===== config.mk =====
export PLATFORM = sky130hd
export DESIGN_NAME = uart_rx_edge_bit_sampler
export DESIGN_NICKNAME = d
export VERILOG_FILES = /design/src/rtl/uart_rx_edge_bit_sampler.sv
export SDC_FILE = /design/constraint.sdc
export NUM_CORES = 1
export LEC_CHECK = 0
export ABC_AREA = 1
export ABC_CLOCK_PERIOD_IN_PS = 1200
export BUFFER_PORTS_ARGS = -buffer_cell sky130_fd_sc_hd__buf_2
export CAP_MARGIN = 20
export CORE_MARGIN = 4
export CORE_UTILIZATION = 44
export DETAILED_ROUTE_END_ITERATION = 12
export PLACE_DENSITY = 0.71
export SYNTH_ARGS = -nofsm -noshare
export SYNTH_HDL_FRONTEND = slang
export SYNTH_SLANG_ARGS = --single-unit

===== constraint.sdc =====
create_clock -name CLK -period 1.2 [get_ports CLK]
set_clock_uncertainty 0.05 [all_clocks]
set_input_delay 0 -clock CLK [delete_from_list [all_inputs] [get_ports CLK]]
set_output_delay 0 -clock CLK [all_outputs]
set_load 0.02 [all_outputs]

===== src/rtl/uart_rx_edge_bit_sampler.sv =====
// UART RX oversampling stage: edge/bit counters, 3-sample majority vote of each bit,
// and the start-bit glitch flag consumed by the RX control FSM.
module uart_rx_edge_bit_sampler #(
    parameter int unsigned PRESCALE = 8,
    parameter int unsigned EDGE_W   = 3
) (
    input  logic              CLK,
    input  logic              RST,
    input  logic              RX_in,
    input  logic              edge_bit_en,
    input  logic              dat_samp_en,
    input  logic              strt_chk_en,
    output logic [EDGE_W-1:0] edge_cnt,
    output logic [3:0]        bit_cnt,
    output logic              sampled_bit,
    output logic              samp_done,
    output logic              strt_glitch
);

    localparam int unsigned       BIT_W     = 4;
    localparam int unsigned       MID       = PRESCALE / 2;
    localparam logic [EDGE_W-1:0] EDGE_LAST = EDGE_W'(PRESCALE - 1);
    localparam logic [EDGE_W-1:0] CAP0      = EDGE_W'(MID - 2);
    localparam logic [EDGE_W-1:0] CAP1      = EDGE_W'(MID - 1);
    localparam logic [EDGE_W-1:0] CAP2      = EDGE_W'(MID);
    localparam logic [BIT_W-1:0]  BIT_MAX   = BIT_W'(15);

    logic [EDGE_W-1:0] edge_cnt_q, edge_cnt_d;
    logic [BIT_W-1:0]  bit_cnt_q,  bit_cnt_d;
    logic              s0_q, s0_d;
    logic              s1_q, s1_d;
    logic              s2_q, s2_d;
    logic              sampled_bit_q, sampled_bit_d;
    logic              samp_done_q,   samp_done_d;

    // Next-state: counters, sample capture and majority update
    always_comb begin
        edge_cnt_d    = edge_cnt_q;
        bit_cnt_d     = bit_cnt_q;
        s0_d          = s0_q;
        s1_d          = s1_q;
        s2_d          = s2_q;
        sampled_bit_d = sampled_bit_q;
        samp_done_d   = 1'b0;

        if (!edge_bit_en) begin
            edge_cnt_d = '0;
            bit_cnt_d  = '0;
        end else if (edge_cnt_q == EDGE_LAST) begin
            edge_cnt_d = '0;
            if (bit_cnt_q != BIT_MAX) begin
                bit_cnt_d = bit_cnt_q + BIT_W'(1);
            end
        end else begin
            edge_cnt_d = edge_cnt_q + EDGE_W'(1);
        end

        if (dat_samp_en) begin
            if (edge_cnt_q == CAP0) begin
                s0_d = RX_in;
            end
            if (edge_cnt_q == CAP1) begin
                s1_d = RX_in;
            end
            // Third sample is voted in the same cycle it is captured
            if (edge_cnt_q == CAP2) begin
                s2_d          = RX_in;
                sampled_bit_d = (s0_q & s1_q) | (s0_q & s2_d) | (s1_q & s2_d);
                samp_done_d   = 1'b1;
            end
        end
    end

    always_ff @(posedge CLK or posedge RST) begin
        if (RST) begin
            edge_cnt_q    <= '0;
            bit_cnt_q     <= '0;
            s0_q          <= 1'b1;
            s1_q          <= 1'b1;
            s2_q          <= 1'b1;
            sampled_bit_q <= 1'b1;
            samp_done_q   <= 1'b0;
        end else begin
            edge_cnt_q    <= edge_cnt_d;
            bit_cnt_q     <= bit_cnt_d;
            s0_q          <= s0_d;
            s1_q          <= s1_d;
            s2_q          <= s2_d;
            sampled_bit_q <= sampled_bit_d;
            samp_done_q   <= samp_done_d;
        end
    end

    assign edge_cnt    = edge_cnt_q;
    assign bit_cnt     = bit_cnt_q;
    assign sampled_bit = sampled_bit_q;
    assign samp_done   = samp_done_q;

    // Settles after the mid-bit update so the FSM can test it at the last edge of bit 0
    assign strt_glitch = strt_chk_en & sampled_bit_q & (bit_cnt_q == BIT_W'(0))
                       & (edge_cnt_q > CAP2);

endmodule


* After elaboration in Yosys (flattened, before gate mapping)
Index checks and enable logic that the tools add are counted.
** Storage, ports and cells
- Register bits :: 11
- Output and inout bits :: 10
- Word-level logic and storage cells :: 36
** Cells by class
- Add/sub/neg operators :: 2
- $lt $le $gt $ge :: 1
- Equality and inequality tests :: 7
- Muxes and demuxes :: 7
- Bitwise logic cells :: 8
- Reductions and logical operators :: 5
** Operators with widths (count)
- two-way mux 4 bit :: 3
- AND reduction 2 bit :: 4
- AND 1 bit :: 6
- equality test 3 x 2 -> 1 bit, second input constant :: 2
- equality test 3 bit, second input constant :: 2
- two-way mux 3 bit :: 2
- adder 4 x 1 -> 4 bit, second input constant :: 1
- zero test 4 bit :: 1
- != test 2 x 1 -> 1 bit, second input constant :: 2
- != test 4 bit, second input constant :: 1
- adder 3 x 1 -> 3 bit, second input constant :: 1
- > comparator 3 bit, second input constant :: 1
- two-way mux 1 bit :: 2
- OR 1 bit :: 2

* Depth between registers and ports, before layout
- Word-level depth :: 4
- Depth in mapped cells :: 6
- Mapped depth without buffers :: 6

* Worst setup path after synthesis
OpenSTA, ideal clock, no wires.
- Kind :: reg2reg
- From :: reg edge_cnt_q[0], in the netlist edge_cnt[0]
- To :: reg bit_cnt_q[0], in the netlist bit_cnt[0]
- Library setup time :: 0.119 ns
- Arrival time :: 1.191 ns
- Slack :: -0.160 ns
- Cell stages (with the launch flop) :: 7
- Path buffers :: 0
- Clock period less this slack :: 1.360 ns
- Cell sequence :: dfrtp_1 > ha_1 > ha_1 > nand2_2 > inv_1 > nand3_1 > o21ai_2
** Between the ends
- Longest elaborated chain between the ends :: 3
** Ends and longest elaborated chain
- from (decl) :: line 28 : logic [EDGE_W-1:0] edge_cnt_q, edge_cnt_d;
- from (signal assigned) :: line 84 : edge_cnt_q <= edge_cnt_d;
- equality test 3 bit :: line 49 : end else if (edge_cnt_q == EDGE_LAST) begin
- != test 2 x 1 -> 1 bit (no source line)
- AND reduction 2 bit (no source line)
- to (signal assigned) :: line 85 : bit_cnt_q <= bit_cnt_d;
- to (decl) :: line 29 : logic [BIT_W-1:0] bit_cnt_q, bit_cnt_d;
No other way between the ends.
A chain may end at the register's enable or synchronous reset.

* Worst setup path in the final report
- From :: reg edge_cnt_q[0], in the netlist edge_cnt[0]
- To :: reg bit_cnt_q[3], in the netlist bit_cnt[3]
Same word-level chain as after synthesis.

==> impl_metrics.ini <==
[outcome]
status = complete, but fails checks
violations = setup timing

[route]
wl_met1_um = 584
vias = 535
wl_met2_um = 765
top_layer = met4
via_per_inst = 5.05
routed_wl_um = 1480
wl_per_cell_um = 13.9
met3_length_um = 95
drtAntennaViolNets = 0
drt_iter0_markers = 10
drcViolationCount = 0
drt_first_pass_iters = 4

[synthesis]
synth_seq_area_share = 0.469
syn_nets = 77
yosys_register_bits = 11
netlist_area_um2 = 594
synth-simple-area-share = 0.194
synth_area_per_cell_um2 = 9.29
synth_top_family_by_area = simple AND/OR/NAND/NOR gates
yosysWarningCount = 0
synthAdderAreaFrac = 0.147
synth_mux_area_frac = 0
syn_inst = 64
synth_compound_area_frac = 0.114
synth_xor_area_frac = 0
ys_types = 18

[worst_setup_path]
end_kind = flip-flop
crit_required_ns = 1.30
timing.rr.start = edge_cnt[0]
path_max_fanout = 4
crit_type = flip-flop to flip-flop
cp-startpoint = edge_cnt[0]
startpoint_type = flip-flop
cp.arrival_ns = 1.42

[grt]
grt_pass1_wl_um = 2390
grt_max_degree = 12
grt_pass1_vias = 554
antenna_found_initial = 0
grt.total_usage = 0.165
grt-ovfl-total = 0

[place]
dpl.hpwl_um = 960
place_area_um2 = 727
gp_congestion = 0.800
pre_cts_ws_ns = 0.00118
portBuffers = 15

[floorplanning]
core_um2 = 1190
pin_count = 16
initial_core_util = 0.501
die_h_um = 44.8
dieArea_um2 = 2000
core.rowCount = 12
die_x_um = 44.8

[power_and_ir_drop]
p_total_uw = 962
p_leak_uw = 0.000421
vdd_drop_max_mv = 0.782
power_density_nw_per_um2 = 1070

[cells_and_area]
insertedDiodeCount = 0
n_fill_cell = 78
layout-drive-gt1-share = 0.609
syn_to_final_growth_pct = 51.8
post-route-cell-area_um2 = 902
num-nets-final = 106

[timing]
worstMarginPinSlew_ns = 0.409
tns_ns = -0.532
fin_crit_ns = 1.32
max_freq_mhz = 757
hold_violations = 0
finalMaxSlewViolations = 0
relSlewSlack = 0.727
holdWs_ns = 0.210
grt_setup_unrepaired = true
setup_viol = 5
layout_setup_ws_ns = -0.121
period_share = 1.10

[clock_tree]
clk_pin_slew_ns = 0.06
cts_root_buf = clkbuf_4
cts_buffers = 3
h-tree-depth = 1
cts_buffer_depth = 2
insertion_delay_ns = 0.26
clkSinkCount = 11
cts_tree = built

[hold_path]
hold_path_class = input port to asynchronous set/reset pin

[run]
cap_viol_max_count = 0
cell families (layout without fill, tap and decap cells):
family	after synthesis	in the layout
adders and majority gates	7	7
AOI/OAI and AO/OA	11	11
DFF	11	11
buffers and inverters	11	39
and+or+nand+nor	24	24
flip-flops by register name (all words and copies together), names as in the netlist:
register     cells
sampled_bit      1
s0_q             1
samp_done        1
edge_cnt         3
s1_q             1
bit_cnt          4
worst max-delay path, cell delays in order (launching register included):
cell and delay (ns):
dfrtp_2 0.42, buf_6 0.13, ha_4 0.17, ha_4 0.18, nand2_4 0.09, inv_4 0.05
nand4_1 0.06, nand2_1 0.06
cells in the final DEF, fill, tap and decap left out, types with 2 or more instances in the layout:
cell type / synthesis / routed
buf_2: 0 / 14
nand2_1: 7 / 6
buf_4: 1 / 6
inv_1: 10 / 5
dfrtp_2: 0 / 5
inv_2: 0 / 4
ha_4: 0 / 4
dlygate4sd3_1: 0 / 4
nand3_1: 6 / 3
nand3_2: 0 / 3
nand4_1: 3 / 3
dfrtp_1: 8 / 3
clkbuf_4: 0 / 3
dfstp_2: 3 / 3
o21ai_0: 3 / 2
nand2_4: 0 / 2
o21ai_2: 2 / 2
nor2_1: 3 / 2
nor3_2: 0 / 2
nor2_2: 1 / 2
a21oi_1: 3 / 2
a21oi_2: 1 / 2
o21ai_1: 1 / 2
ha_1: 7 / 2
cells in the mapped netlist:
library cell  number  area [um^2]
inv_1             10         37.5
dfrtp_1            8          200
ha_1               7         87.6
nand2_1            7         26.3
nand3_1            6         30.0
a21oi_1            3         15.0
dfstp_2            3         78.8
nand4_1            3         18.8
nor2_1             3         11.3
o21ai_0            3         15.0
nand2_2            2         12.5
nor3_1             2         10.0
o21ai_2            2         17.5
a21oi_2            1         8.76
a31oi_1            1         6.26
buf_4              1         7.51
nor2_2             1         6.26
o21ai_1            1         5.00
worst paths after layout:
kind,to,depth (start not counted),slack (ns)
max in group asynchronous,sampled_bit,3,0.57
max reg2reg,bit_cnt[3],7,-0.12
min in group CLK,strt_glitch,4,0.32
min,edge_cnt[2],3,0.21
min reg2reg,sampled_bit,2,0.46
max,bit_cnt[3],7,-0.12
area by class of cell:
class                      count  area, um^2  share of cell area
tap                           14        17.5              0.0194
timing repair buffer          25         166               0.184
multi-input combinational     42         367               0.406
sequential                    11         285               0.316
inverter                      10        40.0              0.0444
clock buffer                   4        26.3              0.0291
per-layer routing:
| metal | global-route usage | vias to the layer above |
|---|---|---|
| met5 | 0 | - |
| met4 | 0.0361 | 0 |
| met3 | 0.0598 | 4 |
| met2 | 0.284 | 19 |
| met1 | 0.196 | 244 |
| li1 | - | 268 |
what timing repair did:
item / 4_1_cts / 5_1_grt
resized for setup: 10 / 12
pin swaps: 1 / 5
endpoints found under the hold margin: 16 / 0
endpoints found under the setup margin: 6 / 9
hold buffers: 4 / 0
setup buffers: 5 / 0
where the power goes:
part / switching (uW) / leakage, uW / internal (uW) / total, uW
Clock: 113 / 0.0000150 / 129 / 242
Combinational: 129 / 0.000273 / 100 / 229
Sequential: 41.1 / 0.000133 / 449 / 491
stage by stage:
step | utilization | std cells
detailed placement | 0.613 | 93
finish | 0.761 | 106
global placement | 0.613 | 93
CTS | 0.727 | 106
global route | 0.761 | 106
floorplan | - | 64
(Power assumes the default switching activity.)
